### src/rtl/mem_arb_pkg.sv
// mem_arb_pkg: shared state encoding and round-robin helpers for the memory arbiter
package mem_arb_pkg;
  typedef logic [1:0] state_t;
  localparam state_t IDLE    = 2'd0;
  localparam state_t XFER    = 2'd1;
  localparam state_t RD_DATA = 2'd2;
  function automatic int owner_w(input int n);
    return (n < 2) ? 1 : $clog2(n);
  endfunction
  // Scan from farthest to nearest so the index closest after last wins.
  function automatic int rr_pick(input logic [7:0] req, input int n, input logic [2:0] last);
    int g;
    g = int'(last);
    for (int k = 8; k >= 1; k--)
      if (k <= n && req[(int'(last) + k) % n]) g = (int'(last) + k) % n;
    return g;
  endfunction
endpackage

### src/rtl/mem_arb_rr_arbiter.sv
// rr_arbiter: combinational round-robin picker, last grant has lowest priority
module rr_arbiter
  import mem_arb_pkg::*;
#(
  parameter int N = 4,
  parameter int W = owner_w(N)
) (
  input  logic [N-1:0] req,
  input  logic [W-1:0] last_grant,
  output logic [W-1:0] grant_idx,
  output logic         any_req
);
  assign grant_idx = W'(rr_pick(8'(req), N, 3'(last_grant)));
  assign any_req   = |req;
endmodule

### src/rtl/mem_arb_rr.sv
// mem_arb_rr: N-client round-robin arbiter in front of one burst memory port
module mem_arb_rr
  import mem_arb_pkg::*;
#(
  parameter int NCLIENTS       = 4,
  parameter int ADDR_WIDTH     = 32,
  parameter int DATA_WIDTH     = 32,
  parameter int BURSTLEN_WIDTH = 2,
  localparam int OW            = owner_w(NCLIENTS)
) (
  input  logic                               clock,
  input  logic                               reset_n,
  input  logic [NCLIENTS*ADDR_WIDTH-1:0]     c_addr,
  input  logic [NCLIENTS*BURSTLEN_WIDTH-1:0] c_burst_len,
  input  logic [NCLIENTS*DATA_WIDTH-1:0]     c_data_in,
  input  logic [NCLIENTS-1:0]                c_wr,
  input  logic [NCLIENTS-1:0]                c_rd,
  output logic [DATA_WIDTH-1:0]              c_data_out,
  output logic [NCLIENTS-1:0]                c_rd_valid,
  output logic [NCLIENTS-1:0]                c_waitrequest,
  output logic [ADDR_WIDTH-1:0]              mm_addr,
  output logic [BURSTLEN_WIDTH-1:0]          mm_burst_len,
  output logic [DATA_WIDTH-1:0]              mm_data_out,
  output logic                               mm_wr,
  output logic                               mm_rd,
  input  logic [DATA_WIDTH-1:0]              mm_data_in,
  input  logic                               mm_waitrequest,
  input  logic                               mm_rd_valid,
  output logic                               busy,
  output logic [OW-1:0]                      owner
);
  state_t                  state;
  logic [OW-1:0]           last_grant;
  logic [OW-1:0]           grant;
  logic                    any_req;
  logic [BURSTLEN_WIDTH:0] cnt;
  logic [BURSTLEN_WIDTH:0] beats;
  logic                    o_rd;
  logic                    o_wr;

  rr_arbiter #(.N(NCLIENTS), .W(OW)) u_pick (
    .req       (c_rd | c_wr),
    .last_grant(last_grant),
    .grant_idx (grant),
    .any_req   (any_req)
  );

  assign o_wr          = c_wr[owner];
  assign o_rd          = c_rd[owner] && !c_wr[owner];
  assign mm_addr       = c_addr[owner*ADDR_WIDTH +: ADDR_WIDTH];
  assign mm_burst_len  = c_burst_len[owner*BURSTLEN_WIDTH +: BURSTLEN_WIDTH];
  assign mm_data_out   = c_data_in[owner*DATA_WIDTH +: DATA_WIDTH];
  assign mm_rd         = (state == XFER) && o_rd;
  assign mm_wr         = (state == XFER) && o_wr;
  assign c_data_out    = mm_data_in;
  assign c_rd_valid    = (state == RD_DATA) ? ({{(NCLIENTS-1){1'b0}}, mm_rd_valid} << owner) : '0;
  assign c_waitrequest = (state == XFER) ? ~({{(NCLIENTS-1){1'b0}}, !mm_waitrequest} << owner) : '1;
  assign busy          = (state != IDLE);

  // Burst FSM: arbitrate in IDLE, pass one burst through, then rotate priority.
  always_ff @(posedge clock or negedge reset_n) begin
    if (!reset_n) begin
      state      <= IDLE;
      owner      <= '0;
      last_grant <= OW'(NCLIENTS - 1);
      cnt        <= '0;
      beats      <= '0;
    end else begin
      case (state)
        IDLE: if (any_req) begin
          owner <= grant;
          cnt   <= '0;
          state <= XFER;
        end
        XFER: if (mm_rd && !mm_waitrequest) begin
          beats <= {1'b0, mm_burst_len} + 1'b1;
          cnt   <= '0;
          state <= RD_DATA;
        end else if (mm_wr && !mm_waitrequest) begin
          if (cnt == {1'b0, mm_burst_len}) begin
            last_grant <= owner;
            cnt        <= '0;
            state      <= IDLE;
          end else cnt <= cnt + 1'b1;
        end else if (!o_rd && !o_wr && cnt == '0) begin
          last_grant <= owner;
          state      <= IDLE;
        end
        RD_DATA: if (mm_rd_valid) begin
          if (cnt + 1'b1 == beats) begin
            last_grant <= owner;
            cnt        <= '0;
            state      <= IDLE;
          end else cnt <= cnt + 1'b1;
        end
        default: state <= IDLE;
      endcase
    end
  end
endmodule
### config.mk
export PLATFORM = sky130hd
export DESIGN_NAME = mem_arb_rr
export DESIGN_NICKNAME = d
export VERILOG_FILES = /design/src/rtl/mem_arb_pkg.sv /design/src/rtl/mem_arb_rr_arbiter.sv /design/src/rtl/mem_arb_rr.sv
export SDC_FILE = /design/constraint.sdc
export NUM_CORES = 1
export LEC_CHECK = 0
export ABC_AREA = 1
export CAP_MARGIN = 0
export CORE_AREA = 3 3 160 162
export CTS_BUF_LIST = sky130_fd_sc_hd__clkbuf_16
export DETAILED_ROUTE_END_ITERATION = 12
export DIE_AREA = 0 0 163 165
export GPL_TIMING_DRIVEN = 0
export HOLD_SLACK_MARGIN = 0.02
export MAX_ROUTING_LAYER = met4
export PLACE_DENSITY = 0.49
export SLEW_MARGIN = 10
export SYNTH_ARGS = -nofsm -noshare
export SYNTH_HDL_FRONTEND = slang
export SYNTH_SLANG_ARGS = --single-unit
export TNS_END_PERCENT = 1
### constraint.sdc
create_clock -name clock -period 4.7 [get_ports clock]
set_clock_uncertainty 0.2 [all_clocks]
set_input_delay 0.47 -clock clock [delete_from_list [all_inputs] [get_ports clock]]
set_output_delay 0.47 -clock clock [all_outputs]
set_load 0.02 [all_outputs]
==> Word-level counts from Yosys, hierarchy flattened <==
Index checks and enable logic that the tools add are counted.
{ "op_classes": {"add_sub_neg": 6, "n_mul": 0, "n_div": 0, "n_lt_le_gt_ge": 5, "n_eq_ne": 13, "shift": 5, "mux": 44, "bitwise_logic": 6, "n_reduce_logical": 25} }
{ "ops": {"columns": ["cell", "n"], "rows": [
  ["variable part select 128 x 8 -> 32 bit", 2],
  ["two-way mux 2 bit", 17],
  ["less-than comparator 3 x 5 -> 1 bit, second input constant", 4],
  ["two-way mux 3 bit", 6],
  ["binary-select mux 1 bit (select 3 bit)", 4],
  ["two-way mux 1 bit", 10],
  ["one-hot mux 3 bit (3 select lines)", 1],
  ["two-way mux 4 bit", 2],
  ["OR reduction 2 bit", 4],
  ["variable part select 8 x 4 -> 2 bit", 1],
  ["<< shifter 1 x 2 -> 4 bit", 2],
  ["logical AND 1 bit", 7],
  ["inequality test 2 bit, second input constant", 3],
  ["inequality test 3 x 1 -> 1 bit, second input constant", 2],
  ["one-hot mux 2 bit (3 select lines)", 1],
  ["AND reduction 6 bit", 1],
  ["AND reduction 5 bit", 1],
  ["adder 2 x 1 -> 2 bit, second input constant", 2],
  ["adder 2 bit, second input constant", 2],
  ["AND 1 bit, first input constant", 4],
  ["binary-select mux 1 bit (select 2 bit)", 2],
  ["inequality test 4 x 1 -> 1 bit, second input constant", 1],
  ["inequality test 4 x 3 -> 1 bit, second input constant", 1],
  ["inverter 4 bit", 1],
  ["19 further kinds", 23]
]} }
{ "word_totals": {"ff_bits": 12, "latchBits": 0, "ramBits": 0, "rom_bits": 0, "input_bits": 308, "out_inout_bits": 111, "word_cells": 109, "n_memories": 0} }

==> Depth between registers and ports, before layout <==
{ "depth": {"word_depth": 11, "depth_mapped": 13, "mapped_depth_nobuf": 13} }

==> By module <==
Synthesis repeated with hierarchy kept, for this count alone.
{ "unflattened": {"hier_cells": 608, "hier_area_um2": 3319.4} }
{ "modules_own_cells": {"columns": ["mod", "instances", "cells_each", "area_each_um2", "seq_area_each_um2"], "rows": [
  ["mem_arb_rr", 1, 564, 3101.7, 302.8],
  ["rr_arbiter", 1, 44, 217.7, 0.0]
]} }

==> Least setup slack after synthesis <==
No wires, ideal clock.
{ "synth_timing": {"kind": "register to output", "start": "register owner[0]", "end": "output c_rd_valid[0]", "arrival_time_ns": 1.605, "required_ns": 4.030, "path_slack_ns": 2.425, "stages_incl_launch_ff": 7, "n_path_buf": 3, "cell_sequence": "dfrtp_1 -> inv_2 -> buf_6 -> buf_2 -> buf_2 -> nand2_1 -> nor3_1"} }
{ "synth_via": {"elab_chain_cells": 2} }
{ "synth_lines": {"columns": ["element", "line", "source"], "rows": [
  ["start, declared", "mem_arb_rr.sv:30", "output logic [OW-1:0] owner"],
  ["start signal, assigned", "mem_arb_rr.sv:71", "owner <= grant;"],
  ["<< shifter 1 x 2 -> 4 bit", "mem_arb_rr.sv:56", "assign c_rd_valid = (state == RD_DATA) ? ({{(NCLIENTS-1){1'b0}}, mm_rd_valid} << owner) : '0;"],
  ["two-way mux 4 bit", "mem_arb_rr.sv:56", null],
  ["end, declared", "mem_arb_rr.sv:19", "output logic [NCLIENTS-1:0] c_rd_valid,"]
]} }
Every way passes these cells.

==> Worst setup path after layout <==
{ "layout_timing": {"start": "register owner[1]", "end": "output mm_addr[23]"} }
{ "layout_via": {"elab_chain_cells": 1} }
{ "layout_lines": {"columns": ["element", "line", "source"], "rows": [
  ["variable part select 128 x 8 -> 32 bit", "mem_arb_rr.sv:50", "assign mm_addr = c_addr[owner*ADDR_WIDTH +: ADDR_WIDTH];"],
  ["end, declared", "mem_arb_rr.sv:21", "output logic [ADDR_WIDTH-1:0] mm_addr,"]
]} }
Every way passes these cells.

==> results.cfg <==
[outcome]
outcome = complete, no violations

[detailed_routing]
detail_route.wirelength_um = 25800
drtIter0Drc = 344
postRouteAntennaNets = 0
dr_total_vias = 5731
drt_first_pass_iters = 5
remaining_drc_errors = 0
wl_per_cell_um = 19.6
drt-vias-per-instance = 4.34

[grt]
global_route_total_overflow = 0
via_count_of_the_first_global_routing_pass = 5671
grt_usage_pct = 18.1
grt_max_degree = 13
grt_first_pass_wirelength_um = 35900
antenna_violations_before_repair = 3

[finish]
finish.instance_area_mm2 = 0.00751
drive_above_1_share_pct = 5.23
final_util_pct = 31.0
syn2layout_area_growth_pct = 138
nets = 1310

[clock_network]
cts-buffers-inserted = 3
clock_sink_count = 12
clock_path_buffers = 2
cts.htree.levels = 1
cts_setup_buffers = 0
ctsHoldBuffers = 0
cts_repair_resize_count = 0
clk-insertion-delay-late_ps = 240
root_buffer = sky130_fd_sc_hd__clkbuf_16
path_clk_slew_ps = 40
cts_tree = done

[synthesis]
ys_seq_area_share_pct = 9.59
synthMuxAreaShare_pct = 0
synth_adder_area_share_pct = 2.77
synth_seq_cells = 12
ys_warn_count = 0
synthCells = 604
netlist-cell-type-count = 25
synth-xor-area-share_pct = 0.832
syn-mean-instance-area_um2 = 5.23
synthesis.nets = 919
synth_compound_area_share_pct = 35.1
area_fraction_in_and_or_nand_and_nor_cells_after_synthesis_pct = 35.3
largest_family_of_logic_cells_by_synthesized_area = simple AND/OR/NAND/NOR gates
synth.cell_area_mm2 = 0.00316

[timing]
fin_tns_setup_ps = 0
hold_viol = 0
fin_crit_sh_pct = 77.4
max_clock_freq_mhz = 275
rsz0062_at_grt = no
final-max-slew-violation-count = 0
final.min_clock_period_ps = 3640
final.setup.worst_slack_ps = 1060
setup_viol_count_final = 0
max_slew_margin_pct = 42.3
worstMarginPinSlew_ps = 866

[power]
total_power_uw = 4330
worst_ir_drop_vdd_uv = 225
total_power_density_per_cell_area_mw_per_mm2 = 576
power.static_leakage_uw = 0.00293

[critical_path]
endpoint_kind = output port
cp.arrival_ps = 2970
maximum_net_fanout_on_the_critical_path = 10
setup_crit_start_kind = flop
critPathRequiredTime_ps = 4030
critPathKind = flop to output port

[die]
die_area_mm2 = 0.0269
floorplan.initialDensity_pct = 13.0
core_area_mm2 = 0.0242
pin_count = 419
die_width_um = 163
rows = 57
height_of_the_die_um = 165

[placed_design]
numPortBuffers = 386
placed_area_mm2 = 0.00743
dpl_worst_slack_ps = 1170
detailed_place_hpwl_um = 21400
gpl.final_weighted_congestion = 0.902

[run]
max_cap_violations = 0

[worst_hold_path]
hold_class = flop to flop
==> Yosys cell counts <==
master	number	area, µm²
sky130_fd_sc_hd__dfstp_2	2	52.6
sky130_fd_sc_hd__a21oi_1	5	25.0
sky130_fd_sc_hd__nor2_2	1	6.26
sky130_fd_sc_hd__nand4_4	1	21.3
sky130_fd_sc_hd__xnor2_1	1	8.76
sky130_fd_sc_hd__xor2_1	2	17.5
sky130_fd_sc_hd__inv_1	22	82.6
sky130_fd_sc_hd__nand3_1	26	130
sky130_fd_sc_hd__buf_1	5	18.8
sky130_fd_sc_hd__nand2_1	83	312
sky130_fd_sc_hd__buf_2	5	25.0
sky130_fd_sc_hd__inv_2	2	7.51
sky130_fd_sc_hd__o22ai_1	64	400
sky130_fd_sc_hd__a31oi_1	1	6.26
sky130_fd_sc_hd__nand4_1	3	18.8
sky130_fd_sc_hd__dfrtp_1	10	250
sky130_fd_sc_hd__nor3_1	5	25.0
sky130_fd_sc_hd__nor2_1	150	563
sky130_fd_sc_hd__ha_1	7	87.6
sky130_fd_sc_hd__o21ai_0	135	676
sky130_fd_sc_hd__nand2_2	4	25.0
sky130_fd_sc_hd__buf_4	33	248
sky130_fd_sc_hd__clkbuf_1	34	128
sky130_fd_sc_hd__and2_1	2	12.5
sky130_fd_sc_hd__buf_6	1	11.3
==> final timing paths <==
path	to	slack (ps)	start	cells past startpoint
worst max-delay path	mm_addr[23]	1060	owner[1]	6
worst min-delay path	last_grant[1]	300	last_grant[1]	2
worst max register to register	state[0]	2690	cnt[0]	9
worst min register to register	last_grant[1]	300	last_grant[1]	2
max in group asynchronous	state[0]	3490	reset_n	1
min in group asynchronous	cnt[0]	410	reset_n	1
==> cell families (layout without fill, tap and decap cells) <==
kind of cell,after synthesis,in the layout
XOR/XNOR,3,3
AND/OR/NAND/NOR,275,275
other,0,3
flip-flops,12,12
buffers and inverters,102,492
adder cells (fa/ha/maj),7,7
AO/OA/AOI/OAI,205,205
==> per-stage QoR <==
step | std cells | hold slack, ps
floorplan | 604 | -25.6
global placement | 1314 | 290
detailed placement | 1314 | 292
CTS | 1318 | 298
global route | 1321 | 328
finish | 1321 | 295
==> cells in the final DEF, fill, tap and decap left out <==
master                            netlist  routed
sky130_fd_sc_hd__clkbuf_16              0       3
sky130_fd_sc_hd__nor2_1               150     150
sky130_fd_sc_hd__buf_6                  1       1
sky130_fd_sc_hd__nand4_1                3       3
sky130_fd_sc_hd__clkdlybuf4s50_1        0     386
sky130_fd_sc_hd__and2_1                 2       2
sky130_fd_sc_hd__inv_2                  2       2
sky130_fd_sc_hd__buf_1                  5       5
sky130_fd_sc_hd__nand4_4                1       1
sky130_fd_sc_hd__nand2_2                4       4
sky130_fd_sc_hd__nand3_1               26      26
sky130_fd_sc_hd__a21oi_1                5       5
sky130_fd_sc_hd__nor2_2                 1       1
sky130_fd_sc_hd__a31oi_1                1       1
sky130_fd_sc_hd__dfstp_2                2       2
sky130_fd_sc_hd__o21ai_0              135     135
sky130_fd_sc_hd__diode_2                0       3
sky130_fd_sc_hd__nor3_1                 5       5
sky130_fd_sc_hd__o22ai_1               64      64
sky130_fd_sc_hd__buf_4                 33      33
sky130_fd_sc_hd__xnor2_1                1       1
sky130_fd_sc_hd__ha_1                   7       7
sky130_fd_sc_hd__buf_2                  5       5
sky130_fd_sc_hd__clkbuf_1              34      34
sky130_fd_sc_hd__inv_1                 22      23
sky130_fd_sc_hd__dfrtp_1               10      10
sky130_fd_sc_hd__xor2_1                 2       2
sky130_fd_sc_hd__nand2_1               83      83
==> registers in the layout, indices dropped and copies added, names as in the netlist <==
signal / flops
beats: 3
cnt: 3
last_grant: 2
owner: 2
state: 2
==> area by class of cell <==
class                      instances  area (µm²)
fill                            2685       16700
timing repair buffer             386        3860
multi-input combinational        490        2330
buffer                            78         430
tap                              324         405
sequential                        12         303
inverter                          24        90.1
clock buffer                       3        75.1
antenna                            3        7.51
clock inverter                     1        3.75
==> power by group <==
group | switching, µW | internal (µW) | total [µW]
logic | 2400 | 1580 | 3980
registers | 44.3 | 153 | 197
clock network | 44.3 | 112 | 156
total | 2490 | 1840 | 4330
==> worst max-delay path: stages, from the launching register on <==
cell                              delay [ps]
sky130_fd_sc_hd__dfrtp_1                 410
sky130_fd_sc_hd__inv_2                   230
sky130_fd_sc_hd__clkbuf_1                570
sky130_fd_sc_hd__clkbuf_1                440
sky130_fd_sc_hd__o21ai_0                 160
sky130_fd_sc_hd__o22ai_1                 240
sky130_fd_sc_hd__clkdlybuf4s50_1         670
==> per-layer routing <==
metal  track usage (%)  part of all wire [%]
met5                 -                     0
met4              3.69                   1.8
met3              3.11                   7.5
met2              32.0                    49
met1              21.8                    42
Note: power is estimated with default switching activity, not from simulation.
